===== config.mk =====
export PLATFORM = sky130hd
export DESIGN_NAME = fetch_icache_unit
export DESIGN_NICKNAME = d
export VERILOG_FILES = /design/src/rtl/fetch_icache_unit.sv
export SDC_FILE = /design/constraint.sdc
export NUM_CORES = 2
export LEC_CHECK = 0
export CORE_AREA = 2 2 816 412
export CTS_CLUSTER_DIAMETER = 120
export DETAILED_ROUTE_END_ITERATION = 7
export DIE_AREA = 0 0 818 414
export PLACE_DENSITY = 0.45
export SETUP_SLACK_MARGIN = 0.02
export SYNTH_ARGS = -nofsm -noshare
export SYNTH_HDL_FRONTEND = slang
export SYNTH_SLANG_ARGS = --single-unit

===== constraint.sdc =====
create_clock -name clk -period 6 [get_ports clk]
set_clock_uncertainty 0.1 [all_clocks]
set_input_delay 1.8 -clock clk [delete_from_list [all_inputs] [get_ports clk]]
set_output_delay 1.8 -clock clk [all_outputs]
set_load 0.05 [all_outputs]

===== src/rtl/fetch_icache_unit.sv =====
// -----------------------------------------------------------------------------
// fetch_icache_unit
//
// Instruction-fetch stage with a direct-mapped, read-only instruction cache.
// The PC register is looked up combinationally each cycle. On a hit the cached
// word is presented and the PC advances (or is redirected or held). On a miss
// the whole line is refilled one word at a time from instruction memory, and
// then the lookup is retried.
//
// Address split (low to high):
//   [1:0]                   byte offset (ignored)
//   next log2(WORDS) bits   word offset within the line
//   next log2(LINES) bits   line index
//   remaining bits          tag
//
// Ports
//   clk          sole clock, rising edge
//   reset        synchronous, active-high reset
//   BranchTarget redirect address, bits [1:0] ignored
//   PcSrc        redirect request (wins over stall)
//   stall        downstream hold, keep current PC (ignored while refilling)
//   hit          current PC is resident in the cache (IDLE only)
//   valid        instruction is usable this cycle (same as hit)
//   instruction  fetched word, 0 when valid=0
//   nextPc       current PC + 4, wraps modulo 2^ADDR_W
//   memReq       refill word request to instruction memory
//   memAddr      word address being requested, 0 when memReq=0
//   memAck       memory returns memData for memAddr this cycle
//   memData      refill data, used only when memReq=1 and memAck=1
// -----------------------------------------------------------------------------
module fetch_icache_unit #(
  parameter int                ADDR_W   = 32,
  parameter int                LINES    = 16,
  parameter int                WORDS    = 4,
  parameter logic [ADDR_W-1:0] RESET_PC = '0
) (
  input  logic              clk,
  input  logic              reset,
  input  logic [ADDR_W-1:0] BranchTarget,
  input  logic              PcSrc,
  input  logic              stall,
  output logic              hit,
  output logic              valid,
  output logic [31:0]       instruction,
  output logic [ADDR_W-1:0] nextPc,
  output logic              memReq,
  output logic [ADDR_W-1:0] memAddr,
  input  logic              memAck,
  input  logic [31:0]       memData
);

  localparam int OFF_W   = $clog2(WORDS);
  localparam int IDX_W   = $clog2(LINES);
  localparam int OFF_LSB = 2;
  localparam int IDX_LSB = OFF_LSB + OFF_W;
  localparam int TAG_LSB = IDX_LSB + IDX_W;
  localparam int TAG_W   = ADDR_W - TAG_LSB;

  localparam logic [OFF_W-1:0] LAST_WORD = OFF_W'(WORDS - 1);

  localparam logic [0:0] ST_IDLE   = 1'b0;
  localparam logic [0:0] ST_REFILL = 1'b1;

  // ---------------------------------------------------------------------------
  // State
  // ---------------------------------------------------------------------------
  logic [ADDR_W-1:0] pc;
  logic [0:0]        state;

  logic [LINES-1:0]  line_valid;
  logic [TAG_W-1:0]  tag_mem  [LINES];
  logic [31:0]       data_mem [LINES*WORDS];

  // Line being refilled: its tag, index and the word currently requested.
  logic [TAG_W-1:0]  fill_tag;
  logic [IDX_W-1:0]  fill_idx;
  logic [OFF_W-1:0]  fill_cnt;

  // Redirect that arrived while refilling; applied when the refill completes.
  logic              pend_valid;
  logic [ADDR_W-1:0] pend_target;

  // ---------------------------------------------------------------------------
  // Address decode and lookup
  // ---------------------------------------------------------------------------
  logic [TAG_W-1:0]  pc_tag;
  logic [IDX_W-1:0]  pc_idx;
  logic [OFF_W-1:0]  pc_off;
  logic [ADDR_W-1:0] branch_pc;
  logic              lookup_hit;
  logic              refill_fire;
  logic              last_fire;
  logic              target_unused;

  assign pc_tag = pc[ADDR_W-1:TAG_LSB];
  assign pc_idx = pc[TAG_LSB-1:IDX_LSB];
  assign pc_off = pc[IDX_LSB-1:OFF_LSB];

  // Byte-offset bits of the branch target are dropped: fetch is word aligned.
  assign branch_pc     = {BranchTarget[ADDR_W-1:2], 2'b00};
  assign target_unused = ^BranchTarget[1:0];

  // A hit is only reported in IDLE, so nothing half-written is ever visible.
  assign lookup_hit = (state == ST_IDLE) && line_valid[pc_idx]
                      && (tag_mem[pc_idx] == pc_tag);

  // An acknowledge is only meaningful while a request is outstanding.
  assign refill_fire = (state == ST_REFILL) && memAck;
  assign last_fire   = refill_fire && (fill_cnt == LAST_WORD);

  // ---------------------------------------------------------------------------
  // Outputs
  // ---------------------------------------------------------------------------
  assign hit         = lookup_hit;
  assign valid       = lookup_hit;
  assign instruction = lookup_hit ? data_mem[{pc_idx, pc_off}] : 32'h0;
  assign nextPc      = pc + ADDR_W'(4);
  assign memReq      = (state == ST_REFILL);
  assign memAddr     = memReq ? {fill_tag, fill_idx, fill_cnt, 2'b00} : '0;

  // ---------------------------------------------------------------------------
  // Control: PC, FSM, valid bits, refill counter, pending redirect
  // ---------------------------------------------------------------------------
  // NOTE: every register below uses non-blocking assignment so that all reads
  // in this block see pre-edge values; a later assignment in the same block
  // (e.g. pend_valid on the final ack) overrides an earlier one.
  always_ff @(posedge clk) begin
    if (reset) begin
      pc          <= RESET_PC;
      state       <= ST_IDLE;
      line_valid  <= '0;
      fill_tag    <= '0;
      fill_idx    <= '0;
      fill_cnt    <= '0;
      pend_valid  <= 1'b0;
      pend_target <= '0;
    end else begin
      case (state)
        ST_IDLE: begin
          if (lookup_hit) begin
            if (PcSrc) begin
              pc <= branch_pc;
            end else if (!stall) begin
              pc <= pc + ADDR_W'(4);
            end
          end else if (PcSrc) begin
            // Abandon the missing line without fetching it.
            pc <= branch_pc;
          end else begin
            state    <= ST_REFILL;
            fill_tag <= pc_tag;
            fill_idx <= pc_idx;
            fill_cnt <= '0;
            // Evict now: the line stays invalid until its last word lands.
            line_valid[pc_idx] <= 1'b0;
          end
        end

        ST_REFILL: begin
          // Last redirect seen during the refill wins.
          if (PcSrc) begin
            pend_valid  <= 1'b1;
            pend_target <= branch_pc;
          end
          if (refill_fire) begin
            fill_cnt <= fill_cnt + 1'b1;
          end
          if (last_fire) begin
            line_valid[fill_idx] <= 1'b1;
            state                <= ST_IDLE;
            pend_valid           <= 1'b0;
            if (PcSrc) begin
              pc <= branch_pc;
            end else if (pend_valid) begin
              pc <= pend_target;
            end
          end
        end

        default: state <= ST_IDLE;
      endcase
    end
  end

  // ---------------------------------------------------------------------------
  // Tag and data arrays
  // ---------------------------------------------------------------------------
  // NOTE: the arrays carry no reset; their contents are never observed until
  // the matching valid bit is set, which only happens after a full refill.
  always_ff @(posedge clk) begin
    if (!reset && refill_fire) begin
      data_mem[{fill_idx, fill_cnt}] <= memData;
    end
    if (!reset && last_fire) begin
      tag_mem[fill_idx] <= fill_tag;
    end
  end

endmodule

==> reports/qor.yml <==
holdCritPathClass: "reg -> reg"
synthesis.area_mm2: 0.09900
routed_wl_mm: 299.8
leakage_nw: 35.40
hold_viol_final: 0
worst_slack_ps: -470.8
setup_viol: 34
crit_slowest_cell: "mux4_2"
grt_pass1_vias: 49220
cts_buffers: 231
rows: 150
post-route-period-util: 1.078
ant_nets: 0
yosysMostFrequentCell: "edfxtp_1"
peakVddDrop_mv: 0.2471
grtUsageTotal: 0.1735
cp-start-kind: "register"
synth_edf_count: 2432
synth_top_area_frac: 0.7377
wl_per_cell_um: 31.10
io_buffers: 161
final_cells: 9638
outcome: "complete, but fails checks"
crit_chain: "buf_4 -> buf_16 -> mux4_2 -> xor2_1 -> nand3b_1 -> nand3_1 -> or3_4 -> nor4_2 -> buf_4 -> nand4_4 -> buf_12 -> bufbuf_16 -> a311oi_2 -> buf_4 -> buf_12"
io_pins: 168
cp.required_ps: 4100
clk_latency_ps: 900
core_mm2: 0.3318
start_util: 0.2984
synth_commonest_cells: "edfxtp_1 (2432), mux4_2 (712), clkbuf_1 (181), mux2i_1 (152), nor2_1 (146)"
reg2regPathDepth: 16
gp_congestion: 0.8115
place_inst: 9180
synth_flop_cell: "edfxtp_1"
final_layout_size_suffix_gt1_frac: 0.3256
worstSetupEndpointType: "output pin"
yosysSeqAreaShare: 0.7607
synth_seq_cells: 2546
via_per_inst: 5.169
fmax_ghz: 0.1545
synth_area_leaders: "edfxtp_1 (74%), mux4_2 (16%), dfxtp_1 (2.3%)"
grt_max_degree: 65
drtPass1Iterations: 6
antenna_found_initial: 27
grt_pass1_wl_mm: 412.8
final_nets: 5110
syn-instance-count: 4509
die_area_mm2: 0.3387
syn_area_per_cell_um2: 21.96
dpl.hpwl_mm: 181.0
path_class: "reg -> out"
fp.dieH_um: 414
synth_cell_types: 64
worstSetupEndpoint: "instruction[27]"
worst_path_most_repeated_cell: "buf_4"
drv_slew: 0
crit_fanout: 10
cts_tree: "done"
yosysWarnings: 0
worstPathArrival_ps: 4570
drv_cap: 0
clockBufferDepth: 4
cts_sinks: 2546
htree_levels: 4
grt_overflow_total: 0
fin_setup_tns_ps: -10080
maxSlewHeadroom: 0.1660
place_ws_ps: -341.7
final.min_clock_period_ps: 6471
drc: 0
synthToLayoutAreaGrowth_pct: 19.44
cts-root-buf: "clkbuf_16"
violations: "setup timing"
dr_total_vias: 49820
rsz0062_at_grt: "yes"
worstMarginPinSlew_ps: 1251
reg2reg_slack_ps: 1130
die_w_um: 818
drt_iter0_drc: 6250
path_clk_slew_ps: 70
p_per_area_mw_per_mm2: 323.5
synth_async_sr_flop_share: 0
synth_top_cell_by_area: "edfxtp_1"
slowest_delay_ps: 540
worst_hold_slack_ps: 358.7
## critical path, delay by kind of cell (launching register included)
family                 cells  cell delay [ps]
buffers and inverters      7             1250
XOR/XNOR                   1              170
multiplexers               1              540
AND/OR/NAND/NOR            5             1060
AO/OA/AOI/OAI              1              180
flip-flops                 1              420
## layout by cell type, fill, tap and decap left out, types with 37 or more instances in the layout
cell type,Yosys,final
clkinv_2,0,38
mux2i_1,152,147
mux4_2,712,712
clkdlybuf4s50_1,0,84
clkbuf_1,181,44
nor2_1,146,60
buf_4,23,315
edfxtp_1,2432,2432
buf_12,0,121
dfxtp_1,114,106
and2_1,48,48
xnor2_1,41,37
nor2_4,0,81
clkbuf_16,0,236
clkinv_1,1,60
nand2_1,108,106
a21oi_1,46,46
## report_power, final
| group | internal, W | switching [W] | total (W) |
|---|---|---|---|
| clock | 0.00844 | 0.00674 | 0.0152 |
| combinational | 0.00155 | 0.00191 | 0.00346 |
| sequential | 0.0195 | 0.000126 | 0.0196 |
## sequential cells by signal, indices dropped and copies added, names as in the netlist, named ones only
signal and count:
data_mem 2048, fill_cnt 2, fill_idx 4, fill_tag 24, line_valid 16, memReq 1, pc 30, pend_target 30
pend_valid 1, tag_mem 384
## layer usage
| metal | global-route usage | up-vias | share of wire |
|---|---|---|---|
| met2 | 0.2298 | 1750 | 0.40 |
| met1 | 0.2866 | 27670 | 0.51 |
| met3 | 0.04117 | 326 | 0.077 |
| li1 | - | 20060 | - |
| met4 | 0.02946 | 14 | 0.017 |
| met5 | 0 | - | 0.00031 |
## per-stage QoR
| stage | util | area [um2] | power [W] |
|---|---|---|---|
| floorplan | - | 99030 | 0.02184 |
| global placement | 0.3304 | 109600 | 0.02336 |
| detailed placement | 0.3304 | 109600 | 0.02337 |
| CTS | 0.3562 | 118200 | 0.03870 |
| global route | 0.3563 | 118200 | 0.03956 |
| finish | 0.3564 | 118200 | 0.03825 |
## worst min path at each step
stage,start,endpoint,slack [ps],cells after the start
after floorplan,pend_target[21]$_SDFFE_PP0P_,pend_target[21]$_SDFFE_PP0P_,330,2
after global placement,pend_target[21]$_SDFFE_PP0P_,pend_target[21]$_SDFFE_PP0P_,340,2
after detailed placement,pend_target[21]$_SDFFE_PP0P_,pend_target[21]$_SDFFE_PP0P_,340,2
after CTS,pend_target[21]$_SDFFE_PP0P_,pend_target[21]$_SDFFE_PP0P_,350,2
after global routing,pend_target[7]$_SDFFE_PP0P_,pend_target[7]$_SDFFE_PP0P_,380,2
final,pend_target[18]$_SDFFE_PP0P_,pend_target[18]$_SDFFE_PP0P_,360,2
## kinds of logic after synthesis
family / after synthesis / share of synthesized area
AO/OA/AOI/OAI: 273 / 0.02002
XOR/XNOR: 57 / 0.005043
adder cells (fa/ha/maj): 2 / 0.0002527
buffers and inverters: 304 / 0.01331
flip-flops: 2546 / 0.7607
multiplexers: 874 / 0.1785
other: 1 / 0.00003788
AND/OR/NAND/NOR: 452 / 0.02215
## final cells by class
type,count,area [um2]
inverter,16,71.32
clock buffer,282,6098
antenna,3,7.507
multi-input combinational,1662,23490
sequential,2546,75340
tap,4408,5515
timing repair buffer,582,6309
clock inverter,139,1423
fill,30470,213600
## timing repair
action,in CTS,in global routing
cloned,5,0
hold buffers,0,0
setup buffers,33,2
endpoints found under the setup margin,48,44
resized for setup,120,23
pin swaps,15,5
No activity file was read; power rests on OpenSTA's default activity.
